`config.mk`:
```
export PLATFORM = sky130hd
export DESIGN_NAME = iris_nn_argmax
export DESIGN_NICKNAME = d
export VERILOG_FILES = /design/src/rtl/iris_nn_argmax.sv
export SDC_FILE = /design/constraint.sdc
export NUM_CORES = 1
export LEC_CHECK = 0
export CAP_MARGIN = 0
export CORE_ASPECT_RATIO = 0.75
export CORE_MARGIN = 2
export CORE_UTILIZATION = 57
export CTS_BUF_LIST = sky130_fd_sc_hd__clkbuf_4 sky130_fd_sc_hd__clkbuf_8
export CTS_CLUSTER_DIAMETER = 80
export DETAILED_ROUTE_END_ITERATION = 16
export PLACE_DENSITY = 0.9
export SLEW_MARGIN = 0
export SYNTH_ARGS = -nofsm -noshare
export SYNTH_HDL_FRONTEND = slang
export SYNTH_SLANG_ARGS = --single-unit
```
`constraint.sdc`:
```
create_clock -name clk -period 7.7 [get_ports clk]
set_input_delay 1.155 -clock clk [delete_from_list [all_inputs] [get_ports clk]]
set_output_delay 1.155 -clock clk [all_outputs]
set_load 0.01 [all_outputs]
```
`src/rtl/iris_nn_argmax.sv`:
```
// Argmax stage for the 4-6-3 Iris network: waits LATENCY cycles after start, captures
// three float outputs, picks the winner in two compare steps. Optional macro: CONFIDENCE_EN.
module iris_nn_argmax #(
  parameter int SIG_WIDTH = 23,
  parameter int EXP_WIDTH = 8,
  parameter int LATENCY   = 16,
  parameter logic [SIG_WIDTH+EXP_WIDTH:0] CONF_THRESH = 32'h3F000000
) (
  input  logic                           clk,
  input  logic                           rst,
  input  logic                           start,
  output logic                           busy,
  input  logic [SIG_WIDTH+EXP_WIDTH:0]   neuron7_output,
  input  logic [SIG_WIDTH+EXP_WIDTH:0]   neuron8_output,
  input  logic [SIG_WIDTH+EXP_WIDTH:0]   neuron9_output,
  output logic                           class_valid,
  input  logic                           class_ready,
  output logic [1:0]                     class_id,
  output logic [SIG_WIDTH+EXP_WIDTH:0]   class_score
);
  localparam int W = SIG_WIDTH + EXP_WIDTH + 1;

  typedef enum logic [2:0] {S_IDLE, S_WAIT, S_CMP1, S_CMP2, S_DONE} state_t;

  state_t         r_state;
  logic [7:0]     r_cnt;
  logic [W-1:0]   r_s7, r_s8, r_s9;
  logic [W-1:0]   r_inc_val;
  logic [1:0]     r_inc_idx;
  logic           r_valid;
  logic [1:0]     r_id;
  logic [W-1:0]   r_score;
  logic [W-1:0]   w_win_val;
  logic [1:0]     w_win_idx;
  logic [1:0]     w_final_id;

  function automatic logic f_is_nan(input logic [W-1:0] v);
    return (&v[W-2:SIG_WIDTH]) && (|v[SIG_WIDTH-1:0]);
  endfunction

  // a strictly greater than b; a non-NaN value always displaces a NaN.
  function automatic logic f_gt(input logic [W-1:0] a, input logic [W-1:0] b);
    logic [W-2:0] a_mag;
    logic [W-2:0] b_mag;
    a_mag = a[W-2:0];
    b_mag = b[W-2:0];
    if (f_is_nan(a)) return 1'b0;
    if (f_is_nan(b)) return 1'b1;
    if (a_mag == '0 && b_mag == '0) return 1'b0;
    if (a[W-1] != b[W-1]) return !a[W-1];
    if (!a[W-1]) return a_mag > b_mag;
    return a_mag < b_mag;
  endfunction

  always_comb begin
    w_win_val = r_inc_val;
    w_win_idx = r_inc_idx;
    if (f_gt(r_s9, r_inc_val)) begin
      w_win_val = r_s9;
      w_win_idx = 2'd2;
    end
  end

`ifdef CONFIDENCE_EN
  assign w_final_id = (f_is_nan(w_win_val) || !f_gt(w_win_val, CONF_THRESH)) ? 2'd3 : w_win_idx;
`else
  logic [W-1:0] w_unused_thresh;
  assign w_unused_thresh = CONF_THRESH;
  assign w_final_id      = w_win_idx;
`endif

  always_ff @(posedge clk or posedge rst) begin
    if (rst) begin
      r_state   <= S_IDLE;
      r_cnt     <= '0;
      r_s7      <= '0;
      r_s8      <= '0;
      r_s9      <= '0;
      r_inc_val <= '0;
      r_inc_idx <= '0;
      r_valid   <= 1'b0;
      r_id      <= '0;
      r_score   <= '0;
    end else begin
      case (r_state)
        S_IDLE: begin
          if (start) begin
            r_cnt   <= 8'(LATENCY - 1);
            r_state <= S_WAIT;
          end
        end
        S_WAIT: begin
          if (r_cnt == '0) begin
            r_s7    <= neuron7_output;
            r_s8    <= neuron8_output;
            r_s9    <= neuron9_output;
            r_state <= S_CMP1;
          end else begin
            r_cnt <= r_cnt - 8'd1;
          end
        end
        S_CMP1: begin
          if (f_gt(r_s8, r_s7)) begin
            r_inc_val <= r_s8;
            r_inc_idx <= 2'd1;
          end else begin
            r_inc_val <= r_s7;
            r_inc_idx <= 2'd0;
          end
          r_state <= S_CMP2;
        end
        S_CMP2: begin
          r_score <= w_win_val;
          r_id    <= w_final_id;
          r_valid <= 1'b1;
          r_state <= S_DONE;
        end
        S_DONE: begin
          if (r_valid && class_ready) begin
            r_valid <= 1'b0;
            r_state <= S_IDLE;
          end
        end
        default: r_state <= S_IDLE;
      endcase
    end
  end

  assign busy        = (r_state != S_IDLE);
  assign class_valid = r_valid;
  assign class_id    = r_id;
  assign class_score = r_score;
endmodule
```
==> results.toml <==
[worst_setup_path]
crit_family = "compound AO/OA/AOI/OAI gates"
end_kind = "flip-flop"
cp_cell_sequence = "inv_1 > ha_1 > a211oi_1 > nor2_1 > o31ai_1 > o211ai_1 > a21oi_1 > mux2_2 > nand2b_1 > o221a_2"
slowest_stage = "nand2b_1"
path_buf_inv = 1
crit_fanout = 30
startpoint_type = "flip-flop"
slowest_delay_ps = 710
worstPathRequired_ps = 8070
cp_data_arrival_time_ps = 4020
crit_type = "reg -> reg"

[clocking]
cts_tree = "yes"
cts.clk_slew.worst_paths_ps = 100
clockBufferDepth = 2
cts_resized = 0
postCtsSetupRepairBufs = 0
clock_sinks = 175
cts_hold_buf = 0
cts_max_level = 4
cts_inserted_buffers = 17
cts-root-buf = "clkbuf_8"
clock_latency_ps = 490

[place]
port_buffers = 135
place_ws_ps = 4164
gp_congestion = 0.9198
place_area_um2 = 11120
hpwl_um = 18770

[sta]
maxSlewViolCount = 0
fmax_ghz = 0.2737
post-route-period-util = 0.4745
finalCriticalPeriod_ps = 3654
rsz0062_at_grt = "false"
setup_viol_count_final = 0
setup_slack_ps = 4046
finalSetupTns_ps = 0
worst_pin_slew_ps = 1168
slew_headroom = 0.2212
skew_ps = 13.73
finalHoldViolCount = 0

[yosys]
synth.distinct_cells = 55
synthFlopType = "dfrtp_1"
syn-num-nets = 1068
syn-cell-area_um2 = 9676
syn_inst = 904
ys_warn_count = 0
synth_edf_count = 0
synth.avg_cell_area_um2 = 10.70
async_flop_share = 1.000
synth-seq-cells = 175
seq_area_frac_synth = 0.4526

[detailed_routing]
first_pass_iters = 6
route.detailed.drc = 0
vias = 8142
wl_um = 25790
ant_nets = 0
drt_iter0_drc = 1057
wl_met1_um = 11410
top_layer = "met4"
vias_per_cell = 6.550
dr_wl_met3_um = 2914
wl_per_cell_um = 20.75
met2WireLength_um = 10890

[grt]
overflow = 0
grt_pass1_wl_um = 40990
antenna_found_initial = 0
grt_pass1_vias = 7660
grt_usage = 0.2934
grt_max_degree = 95

[layout]
drive_above_1_share = 0.1663
postLayoutCoreUtil = 0.6872
areaGrowthSynthToFinish_pct = 18.78
final_cell_area_um2 = 11490
insertedDiodeCount = 0
finalNetCount = 1179

[die]
die_area_um2 = 18040
ioPinCount = 136
die_x_um = 154.4
core_um2 = 16720
fp.dieH_um = 116.8
initial_core_util = 0.5786
num_rows = 41

[flow_run]
timing.max_cap.violations = 0

[pwr]
vdd_ir_drop_max_uv = 198.3
p_leak_nw = 4.901
power.density_nw_per_um2 = 377.7
finalPower_w = 0.004341

[min_path]
hold_class = "reg -> reg"

[status]
status = "completed"
kinds of logic after synthesis:
kind of cell | share of synthesized area
AO/OA/AOI/OAI | 0.1790
buffers and inverters | 0.04992
adder cells (fa/ha/maj) | 0.08276
flip-flops | 0.4526
AND/OR/NAND/NOR | 0.1086
multiplexers | 0.1217
XOR/XNOR | 0.005431
stage by stage:
stage | std cells | hold WS [ps]
after global routing | 1243 | 577.1
after detailed placement | 1211 | 524.8
after global placement | 1211 | 514.8
final | 1243 | 542.3
after floorplan | 904 | 499.7
after CTS | 1243 | 544.3
tightest hold or removal path, delay by kind of cell, from the launching register on:
kind	cells	cell delay, ps
simple gates	1	60
flops	1	380
compound gates	1	70
worst paths after layout:
kind / to / slack [ps] / cells after the start / startpoint
worst max-delay path: r_inc_val[19]$_DFFE_PP0N_ / 4050 / 10 / r_s7[4]$_DFFE_PP0P_
worst min-delay path: class_id[0]$_DFFE_PP0P_ / 540 / 2 / class_id[0]$_DFFE_PP0P_
worst max register to register: r_inc_val[19]$_DFFE_PP0N_ / 4050 / 10 / r_s7[4]$_DFFE_PP0P_
worst min register to register: class_id[0]$_DFFE_PP0P_ / 540 / 2 / class_id[0]$_DFFE_PP0P_
max in group asynchronous: r_inc_val[29]$_DFFE_PP0N_ / 4950 / 3 / rst
min in group asynchronous: r_s7[23]$_DFFE_PP0P_ / 1200 / 2 / rst
state kept, by name, indices dropped and copies added (netlist names):
name and cells:
r_s7 32, class_score 32, r_s8 32, r_inc_idx 1, class_id 2, r_inc_val 32, r_cnt 8, r_state 3
class_valid 1, r_s9 32
per-layer routing:
metal | GRT usage | vias up
met2 | 0.4220 | 538
li1 | - | 3645
met1 | 0.4388 | 3897
met4 | 0.09938 | 0
met3 | 0.07069 | 62
met5 | 0 | -
final cells by class:
class,count,area [um2]
Fill cell,1218,5231
Multi-Input combinational cell,613,4831
Sequential cell,175,4379
Timing Repair Buffer,139,1381
Tap cell,215,269.0
Inverter,69,264.0
Clock buffer,19,255.2
Clock inverter,13,112.6
where the power goes:
part | leakage [nW] | internal [W] | switching [W]
combinational | 2.55 | 0.000943 | 0.000816
sequential | 2.17 | 0.00133 | 0.000640
clock | 0.185 | 0.000267 | 0.000342
total | 4.90 | 0.00254 | 0.00180
cells in the final DEF, fill, tap and decap left out, types with 5 or more instances in the layout:
cell type        instances
mux2_2                  97
o221a_1                 22
mux2i_1                  7
nor2_1                  28
o221ai_1                22
o221a_2                 24
clkinv_2                 5
nand3_1                 14
o21ai_1                  5
o22ai_1                 26
ha_1                    64
o21ai_0                 62
a21oi_1                 27
clkdlybuf4s50_1        135
nand4_1                 22
dfrtp_1                175
nand3b_1                 5
nor3_1                  12
inv_1                   68
nor4_1                  28
o211ai_1                 5
nand2_1                 68
a2bb2oi_1               14
clkbuf_8                18
Yosys cell counts, types with 12 or more instances:
library cell    n  share of area
buf_2          14         0.0072
o21ai_0        62          0.032
clkbuf_1       25         0.0097
o221ai_1       22          0.020
nand2_1        69          0.027
nor2_1         29          0.011
mux2_2         97           0.11
o22ai_1        26          0.017
ha_1           64          0.083
nand4_1        22          0.014
dfrtp_1       175           0.45
a21oi_1        27          0.014
o221a_1        22          0.026
nor3_1         12         0.0062
nor4_1         28          0.018
nand3_1        15         0.0078
inv_1          69          0.027
a2bb2oi_1      14          0.013
o221a_2        24          0.028
(Power assumes the default switching activity.)
